===== src/rtl/abus_owner_if.sv =====
// Bus bundle between the abus masters, the lower-first arbiter and the single slave port.
// The slave modport is the ownership stage's view. The master modport is the surrounding fabric's view.
interface abus_owner_if #(
  parameter int N  = 8,
  parameter int AW = 8,
  parameter int DW = 8
);
  logic [N-1:0]    req;
  logic [N-1:0]    grant;
  logic [N-1:0]    m_valid;
  logic [N-1:0]    m_last;
  logic [N-1:0]    m_we;
  logic [N*AW-1:0] m_addr;
  logic [N*DW-1:0] m_wdata;
  logic [N-1:0]    m_ready;
  logic [DW-1:0]   m_rdata;
  logic            s_valid;
  logic            s_ready;
  logic            s_we;
  logic [AW-1:0]   s_addr;
  logic [DW-1:0]   s_wdata;
  logic [DW-1:0]   s_rdata;
  logic [N-1:0]    owner;
  logic            busy;
  logic            err;

  modport slave (
    input  req, grant, m_valid, m_last, m_we, m_addr, m_wdata, s_ready, s_rdata,
    output m_ready, m_rdata, s_valid, s_we, s_addr, s_wdata, owner, busy, err
  );

  modport master (
    output req, grant, m_valid, m_last, m_we, m_addr, m_wdata, s_ready, s_rdata,
    input  m_ready, m_rdata, s_valid, s_we, s_addr, s_wdata, owner, busy, err
  );
endinterface


===== src/rtl/abus_owner.sv =====
// Bus ownership stage: locks the arbiter's grant for a burst and muxes the owner onto the slave port.
// Release happens on a last beat, at the burst limit, or on a request drop, followed by one turnaround cycle.
module abus_owner #(
  parameter int N         = 8,
  parameter int AW        = 8,
  parameter int DW        = 8,
  parameter int MAX_BURST = 4
) (
  input  logic        clk,
  input  logic        rstn,
  abus_owner_if.slave bus
);
  localparam int CW = $clog2(MAX_BURST + 1);

  typedef enum logic [1:0] {IDLE, OWN, REL} state_t;

  state_t         state, state_nxt;
  logic [N-1:0]   owner_q, owner_nxt;
  logic [CW-1:0]  cnt, cnt_nxt, cnt_inc;
  logic           err_q, err_nxt;

  logic           own;
  logic           sel_valid, sel_last, sel_req, sel_we;
  logic [AW-1:0]  sel_addr;
  logic [DW-1:0]  sel_wdata;
  logic           accept, at_limit, grant_onehot, grant_legal;

  // owner_q is one-hot or zero, so an AND-OR mux selects the owner's channel.
  always_comb begin
    // NOTE: every variable written here gets a default first, so no path can infer a latch.
    sel_valid = 1'b0;
    sel_last  = 1'b0;
    sel_req   = 1'b0;
    sel_we    = 1'b0;
    sel_addr  = '0;
    sel_wdata = '0;
    for (int i = 0; i < N; i++) begin
      sel_valid = sel_valid | (owner_q[i] & bus.m_valid[i]);
      sel_last  = sel_last  | (owner_q[i] & bus.m_last[i]);
      sel_req   = sel_req   | (owner_q[i] & bus.req[i]);
      sel_we    = sel_we    | (owner_q[i] & bus.m_we[i]);
      sel_addr  = sel_addr  | (bus.m_addr[i*AW +: AW]  & {AW{owner_q[i]}});
      sel_wdata = sel_wdata | (bus.m_wdata[i*DW +: DW] & {DW{owner_q[i]}});
    end
  end

  assign own         = (state == OWN);
  assign bus.s_valid = own & sel_valid;
  assign bus.m_ready = (own & bus.s_ready) ? owner_q : '0;
  assign bus.s_we    = own & sel_we;
  assign bus.s_addr  = own ? sel_addr  : '0;
  assign bus.s_wdata = own ? sel_wdata : '0;
  assign bus.m_rdata = bus.s_rdata;
  assign bus.owner   = owner_q;
  assign bus.busy    = (state != IDLE);
  assign bus.err     = err_q;

  assign accept   = bus.s_valid & bus.s_ready;
  assign cnt_inc  = cnt + CW'(1);
  assign at_limit = (cnt_inc == CW'(MAX_BURST));

  // A power of two has no bits left after clearing its lowest set bit.
  assign grant_onehot = (bus.grant != '0) && ((bus.grant & (bus.grant - N'(1))) == '0);
  assign grant_legal  = grant_onehot && ((bus.grant & bus.req) != '0);

  always_comb begin
    state_nxt = state;
    owner_nxt = owner_q;
    cnt_nxt   = cnt;
    err_nxt   = 1'b0;
    case (state)
      IDLE: begin
        if (bus.req != '0) begin
          if (grant_legal) begin
            owner_nxt = bus.grant;
            cnt_nxt   = '0;
            state_nxt = OWN;
          end else begin
            err_nxt = 1'b1;
          end
        end
      end
      OWN: begin
        if (accept) cnt_nxt = cnt_inc;
        // A drop only counts once no beat is pending, so a raised s_valid is never withdrawn.
        if ((accept && (sel_last || at_limit)) || (!sel_req && !sel_valid)) begin
          owner_nxt = '0;
          state_nxt = REL;
        end
      end
      REL: begin
        owner_nxt = '0;
        state_nxt = IDLE;
      end
      default: begin
        owner_nxt = '0;
        state_nxt = IDLE;
      end
    endcase
  end

  always_ff @(posedge clk or negedge rstn) begin
    if (!rstn) begin
      state   <= IDLE;
      owner_q <= '0;
      cnt     <= '0;
      err_q   <= 1'b0;
    end else begin
      // NOTE: non-blocking assignments let every register update from the same pre-edge values.
      state   <= state_nxt;
      owner_q <= owner_nxt;
      cnt     <= cnt_nxt;
      err_q   <= err_nxt;
    end
  end
endmodule

===== src/flat_wrapper.sv =====
// flat-port wrapper written by rule: the top's interface ports become plain ports
module abus_owner_flat 
#(
  parameter int N         = 8,
  parameter int AW        = 8,
  parameter int DW        = 8,
  parameter int MAX_BURST = 4
)
  (clk, rstn, bus_req, bus_grant, bus_m_valid, bus_m_last, bus_m_we, bus_m_addr, bus_m_wdata, bus_s_ready, bus_s_rdata, bus_m_ready, bus_m_rdata, bus_s_valid, bus_s_we, bus_s_addr, bus_s_wdata, bus_owner, bus_busy, bus_err);
  abus_owner_if #(.N(N), .AW(AW), .DW(DW)) bus_i ();
  input  logic clk;
  input  logic rstn;
  input wire logic [$bits(bus_i.req)-1:0] bus_req;
  input wire logic [$bits(bus_i.grant)-1:0] bus_grant;
  input wire logic [$bits(bus_i.m_valid)-1:0] bus_m_valid;
  input wire logic [$bits(bus_i.m_last)-1:0] bus_m_last;
  input wire logic [$bits(bus_i.m_we)-1:0] bus_m_we;
  input wire logic [$bits(bus_i.m_addr)-1:0] bus_m_addr;
  input wire logic [$bits(bus_i.m_wdata)-1:0] bus_m_wdata;
  input wire logic [$bits(bus_i.s_ready)-1:0] bus_s_ready;
  input wire logic [$bits(bus_i.s_rdata)-1:0] bus_s_rdata;
  output wire logic [$bits(bus_i.m_ready)-1:0] bus_m_ready;
  output wire logic [$bits(bus_i.m_rdata)-1:0] bus_m_rdata;
  output wire logic [$bits(bus_i.s_valid)-1:0] bus_s_valid;
  output wire logic [$bits(bus_i.s_we)-1:0] bus_s_we;
  output wire logic [$bits(bus_i.s_addr)-1:0] bus_s_addr;
  output wire logic [$bits(bus_i.s_wdata)-1:0] bus_s_wdata;
  output wire logic [$bits(bus_i.owner)-1:0] bus_owner;
  output wire logic [$bits(bus_i.busy)-1:0] bus_busy;
  output wire logic [$bits(bus_i.err)-1:0] bus_err;
  assign bus_i.req = bus_req;
  assign bus_i.grant = bus_grant;
  assign bus_i.m_valid = bus_m_valid;
  assign bus_i.m_last = bus_m_last;
  assign bus_i.m_we = bus_m_we;
  assign bus_i.m_addr = bus_m_addr;
  assign bus_i.m_wdata = bus_m_wdata;
  assign bus_i.s_ready = bus_s_ready;
  assign bus_i.s_rdata = bus_s_rdata;
  assign bus_m_ready = bus_i.m_ready;
  assign bus_m_rdata = bus_i.m_rdata;
  assign bus_s_valid = bus_i.s_valid;
  assign bus_s_we = bus_i.s_we;
  assign bus_s_addr = bus_i.s_addr;
  assign bus_s_wdata = bus_i.s_wdata;
  assign bus_owner = bus_i.owner;
  assign bus_busy = bus_i.busy;
  assign bus_err = bus_i.err;
  abus_owner #(.N(N), .AW(AW), .DW(DW), .MAX_BURST(MAX_BURST)) u_core (.clk(clk), .rstn(rstn), .bus(bus_i));
endmodule

===== config.mk =====
export PLATFORM = sky130hd
export DESIGN_NAME = abus_owner_flat
export DESIGN_NICKNAME = d
export VERILOG_FILES = /design/src/rtl/abus_owner_if.sv /design/src/rtl/abus_owner.sv /design/src/flat_wrapper.sv
export SDC_FILE = /design/constraint.sdc
export NUM_CORES = 1
export LEC_CHECK = 0
export CAP_MARGIN = 30
export CORE_AREA = 2 2 87 89
export DETAILED_ROUTE_END_ITERATION = 10
export DIE_AREA = 0 0 89 91
export GPL_TIMING_DRIVEN = 0
export MAX_ROUTING_LAYER = met4
export PLACE_DENSITY = 0.8
export SLEW_MARGIN = 20
export SYNTH_ARGS = -nofsm -noshare
export SYNTH_HDL_FRONTEND = slang
export SYNTH_SLANG_ARGS = --single-unit

===== constraint.sdc =====
create_clock -name clk -period 2.3 [get_ports clk]
set_clock_uncertainty 0.05 [all_clocks]
set_input_delay 0.23 -clock clk [delete_from_list [all_inputs] [get_ports clk]]
set_output_delay 0.23 -clock clk [all_outputs]
set_load 0.005 [all_outputs]

* Yosys cells after proc, flatten, opt, wreduce, memory -nomap -nowiden
Cells that the tools add are included.
Widths: inputs -> output; s select.
** Storage, ports and cells
- Bits in registers :: 14
- Input bits :: 179
- Output and inout port bits :: 44
** Cells by class
- Add/sub/neg operators :: 2
- Eq/ne operators :: 6
- Mux-type cells :: 18
- Bitwise operators :: 96
- Reduce and logical (&&, ||, !) cells :: 17
** Operator list (count)
- $and 8x8->8 :: 18
- $or 8x8->8 :: 14
- $mux 8 :: 6
- $and 1x1->1 :: 36
- $or 1x1->1 :: 28
- $reduce_bool 8->1 :: 3
- $pmux 8 s2 :: 1
- $mux 3 :: 3
- $logic_not 8->1 :: 1
- $sub 8x1->8 const B :: 1
- $mux 2 :: 3
- $pmux 3 s2 :: 1
- $logic_and 1x1->1 :: 4
- $ne 2x1->1 const B :: 2
- $ne 2x2->1 const B :: 2
- $pmux 2 s2 :: 1
- $reduce_and 4->1 :: 1
- $reduce_bool 2->1 :: 2
- $add 3x1->3 const B :: 1
- $eq 3x3->1 const B :: 1
- $mux 1 :: 3
- $reduce_and 3->1 :: 1
- $eq 2x1->1 const B :: 1
- $logic_not 1->1 :: 2
- other kinds (2) :: 3

* Depth between registers and ports, before layout
- Depth after elaboration :: 14
- Gate-level depth with buffers :: 6

* Worst setup path after synthesis
Ideal clock, no wire load.
- Path kind :: input to register
- Start :: in bus_grant[3]
- End :: reg u_core.state[0]
- Library setup time :: 0.121 ns
- Arrival time :: 1.657 ns
- Required time :: 2.129 ns
- Setup slack :: 0.472 ns
- Cell stages on the path :: 5
- Path buffers :: 0
- Cell sequence :: or4_4 -> or3_4 -> a31oi_4 -> nor2_4 -> a22o_1
** Between the ends
- Word-level cells in the longest chain between the ends :: 7
** Ends and longest elaborated chain
- start, declared :: line flat_wrapper.sv:14 : input wire logic [$bits(bus_i.grant)-1:0] bus_grant;
- $sub 8x1->8 :: line abus_owner.sv:63 : assign grant_onehot = (bus.grant != '0) && ((bus.grant & (bus.grant - N'(1))) == '0);
- $and 8x8->8 :: line abus_owner.sv:63
- $logic_not 8->1 :: line abus_owner.sv:63
- $logic_and 1x1->1 :: line abus_owner.sv:63
- $logic_and 1x1->1 * :: line abus_owner.sv:64 : assign grant_legal = grant_onehot && ((bus.grant & bus.req) != '0);
- $ne 2x1->1 (no line) *
- $reduce_and 3->1 (no line) *
- end signal, assigned :: line abus_owner.sv:110 : state <= state_nxt;
- end, declared :: line abus_owner.sv:17 : state_t state, state_nxt;
Mark *: on every way between the ends. The rest lies on a longest branch, timed or not.
A chain may end at the register's enable or synchronous reset.

* Worst setup path after layout
- Start :: reg u_core.owner_q[6], in the netlist u_core.bus.owner[6]
- End :: out bus_s_we
** Between the ends
- Word-level cells in the longest chain between the ends :: 4
** Ends and longest elaborated chain
- start, declared :: line abus_owner.sv:18 : logic [N-1:0] owner_q, owner_nxt;
- start signal, assigned :: line abus_owner.sv:111 : owner_q <= owner_nxt;
- $and 1x1->1 :: line abus_owner.sv:41 : sel_we = sel_we | (owner_q[i] & bus.m_we[i]);
- $or 1x1->1 (2 in a row) :: line abus_owner.sv:41
- $and 1x1->1 :: line abus_owner.sv:50 : assign bus.s_we = own & sel_we;
- end, declared :: line flat_wrapper.sv:25 : output wire logic [$bits(bus_i.s_we)-1:0] bus_s_we;
Every way passes these cells.

==> impl_metrics.yaml <==
pwr:
  combPwrFrac_pct: 71.7
  p_per_area_mw_per_mm2: 542.5
  netSwitchingFraction_pct: 43.70
  ir_worst_vdd_mv: 0.2925
  cellLeakagePower_nw: 1.557
  internal_power_mw: 1.317
  p_seq_share_pct: 19.7
  p_switching_mw: 1.022
  pwr-share-clk_pct: 8.6
  total_power_mw: 2.339
setup_path:
  worstPathMaxFanout: 10
  cp_slowest_cell: "clkdlybuf4s50_1"
  cp_num_buf_inv: 2
  start_kind: "flop"
  arrival_ns: 1.98
  worstRegToRegCells: 5
  crit_start: "u_core.bus.owner[6]$_DFFE_PN0P_"
  worst-setup-path-type: "flop to output port"
  r2r-end: "u_core.bus.owner[2]$_DFFE_PN0P_"
  cp_slowest_stage_delay_ns: 0.60
  r2r_setup_slack_ns: 0.22
  r2r_start: "u_core.bus.owner[6]$_DFFE_PN0P_"
  crit_required_ns: 2.02
  cp_cell_sequence: "buf_4, a22oi_1, a41oi_1, clkdlybuf4s50_1"
  cp_top_family: "buffers and inverters"
  endpoint_kind: "output port"
cells_and_area:
  final_common_cell: "clkdlybuf4s50_1"
  fin_util_pct: 60.41
  num-fill-cells: 666
  layout_common_cells: "clkdlybuf4s50_1, a22oi_1, nand3_1"
  area_delta_synth_final_pct: 128.2
  stdcell_area_mm2: 0.004312
  drive_above_1_share_pct: 10.13
  diodes: 0
  layout.nets: 637
  final_cells: 553
sta:
  finalSetupViolations: 0
  holdWs_ns: 0.3399
  slew_headroom_pct: 42.09
  worst_slew_pin_slew_ns: 0.8647
  worst_slack_ns: 0.04482
  period_share_pct: 98.05
  setup_tns_ns: 0
  fin_crit_ns: 2.255
  drv_slew: 0
  hold_viol: 0
  max_freq_mhz: 443.4
synth:
  ys_ff_latch: 14
  ys_warn_count: 0
  yosysSeqAreaShare_pct: 18.54
  synth.net_count: 417
  ys_types: 39
  syn_avg_cell_area_um2: 8.006
  syn_area_mm2: 0.001889
  synth_cells: 236
placement:
  pre_cts_ws_ns: -0.4144
  place_area_mm2: 0.004155
  dp_cells: 549
  gp_congestion: 0.9215
  port_buffers: 214
  hpwl_um: 9920
routing:
  drtAntennaViolNets: 0
  drc: 0
  vias: 3178
  via_per_inst: 5.747
  dr.pass1.iters: 5
  drtIter0Drc: 197
  wire_per_inst_um: 22.41
  wirelength_um: 12390
clock_tree:
  clock_path_buffers: 2
  cts_root_buffer: "clkbuf_8"
  cts_buffers: 3
  clkSinkCount: 14
  path_clk_slew_ns: 0.06
  tritoncts: "built"
  htree_levels: 1
  cts_hold_buf: 0
  insertion_delay_ns: 0.24
global_routing:
  grt_pass1_wl_um: 17620
  antenna_found_initial: 0
  grt_pass1_vias: 3138
  grt_usage_pct: 29.18
  overflow: 0
  grt_start_max_net_pins: 15
floorplanning:
  core_area_mm2: 0.007137
  fp.dieW_um: 89
  die_y_um: 91
  die_area_mm2: 0.008099
  row_count: 31
  start_util_pct: 26.47
  io-pin-count: 223
hold_path:
  hold_path.class: "primary input to async pin"
run:
  cap_violations: 0
run_status:
  status: "completed"
[cells in the mapped netlist]
library cell	number	share of area, %
a2111o_1	1	0.60
a2111oi_2	1	0.79
a211oi_1	1	0.40
a21oi_1	1	0.26
a221oi_1	2	0.93
a22o_1	7	3.2
a22oi_1	76	30
a31o_2	1	0.46
a31oi_1	1	0.33
a31oi_4	1	1.1
a41oi_1	17	7.9
and2_0	1	0.33
and3_1	9	3.0
buf_1	1	0.20
buf_4	8	3.2
clkbuf_1	20	4.0
dfrtp_1	14	19
ha_1	2	1.3
inv_1	2	0.40
maj3_1	1	0.53
mux2i_1	3	1.6
nand2_1	6	1.2
nand2_2	1	0.33
nand2b_1	3	0.99
nand3_1	24	6.4
nand4_1	2	0.66
nor2_1	6	1.2
nor2_4	1	0.60
nor2b_1	1	0.33
nor4_1	3	0.99
o211ai_1	10	4.0
o21ai_0	1	0.26
o21ai_1	1	0.26
o221ai_1	2	0.93
o31ai_1	1	0.40
o41a_1	1	0.60
or3_4	1	0.60
or4_4	1	0.60
xor2_1	1	0.46
[state kept, by name (all words and copies together) (netlist names)]
register and count:
u_core.bus.owner 8, u_core.cnt 3, u_core.state 2, u_core.bus.err 1
[power groups by stage]
stage               logic, mW  registers, mW  clock network [mW]
global route             1.81          0.473               0.214
CTS                      1.63          0.459               0.203
floorplan               0.770          0.414                   0
detailed placement       1.58          0.451                   0
finish                   1.68          0.461               0.202
global placement         1.54          0.448                   0
[logic make-up after synthesis]
| group | Yosys count | synth area share (%) |
|---|---|---|
| flops | 14 | 18.54 |
| xor+xnor | 1 | 0.4637 |
| compound gates | 125 | 52.65 |
| fa+ha+maj | 3 | 1.854 |
| simple gates | 59 | 17.15 |
| buf+inv | 31 | 7.748 |
| mux | 3 | 1.589 |
[how the worst max path moves through the flow]
stage	slack [ns]	cells after the start	endpoint
final	0.04	4	bus_s_we
after global routing	-0.002	5	bus_s_addr[4]
after CTS	0.0002	4	bus_s_wdata[7]
after detailed placement	-0.41	6	bus_s_wdata[6]
after floorplan	0.47	5	u_core.state[0]$_DFFE_PN0P_
after global placement	-0.36	6	bus_s_wdata[6]
[cell type report]
| type | instances | area [um2] | area share [%] |
|---|---|---|---|
| timing repair buffer | 216 | 2152 | 49.91 |
| tap | 99 | 123.9 | 2.873 |
| buffer | 28 | 212.7 | 4.933 |
| inverter | 2 | 7.507 | 0.1741 |
| multi-input combinational | 191 | 1419 | 32.91 |
| sequential | 14 | 355.3 | 8.241 |
| clock buffer | 3 | 41.29 | 0.9576 |
[per-layer routing]
| layer | GRT usage [%] | share of wire, % | up-vias |
|---|---|---|---|
| met2 | 49.00 | 49 | 208 |
| met1 | 35.44 | 39 | 1500 |
| li1 | - | - | 1450 |
| met5 | - | 0 | - |
| met3 | 5.364 | 9.3 | 20 |
| met4 | 8.085 | 2.0 | 0 |
[timing repair]
action / in CTS / in global routing
endpoints found under the setup margin: 20 / 18
gates resized for setup: 44 / 15
buffers inserted: 0 / 2
Power figures use the tool's default switching activity.
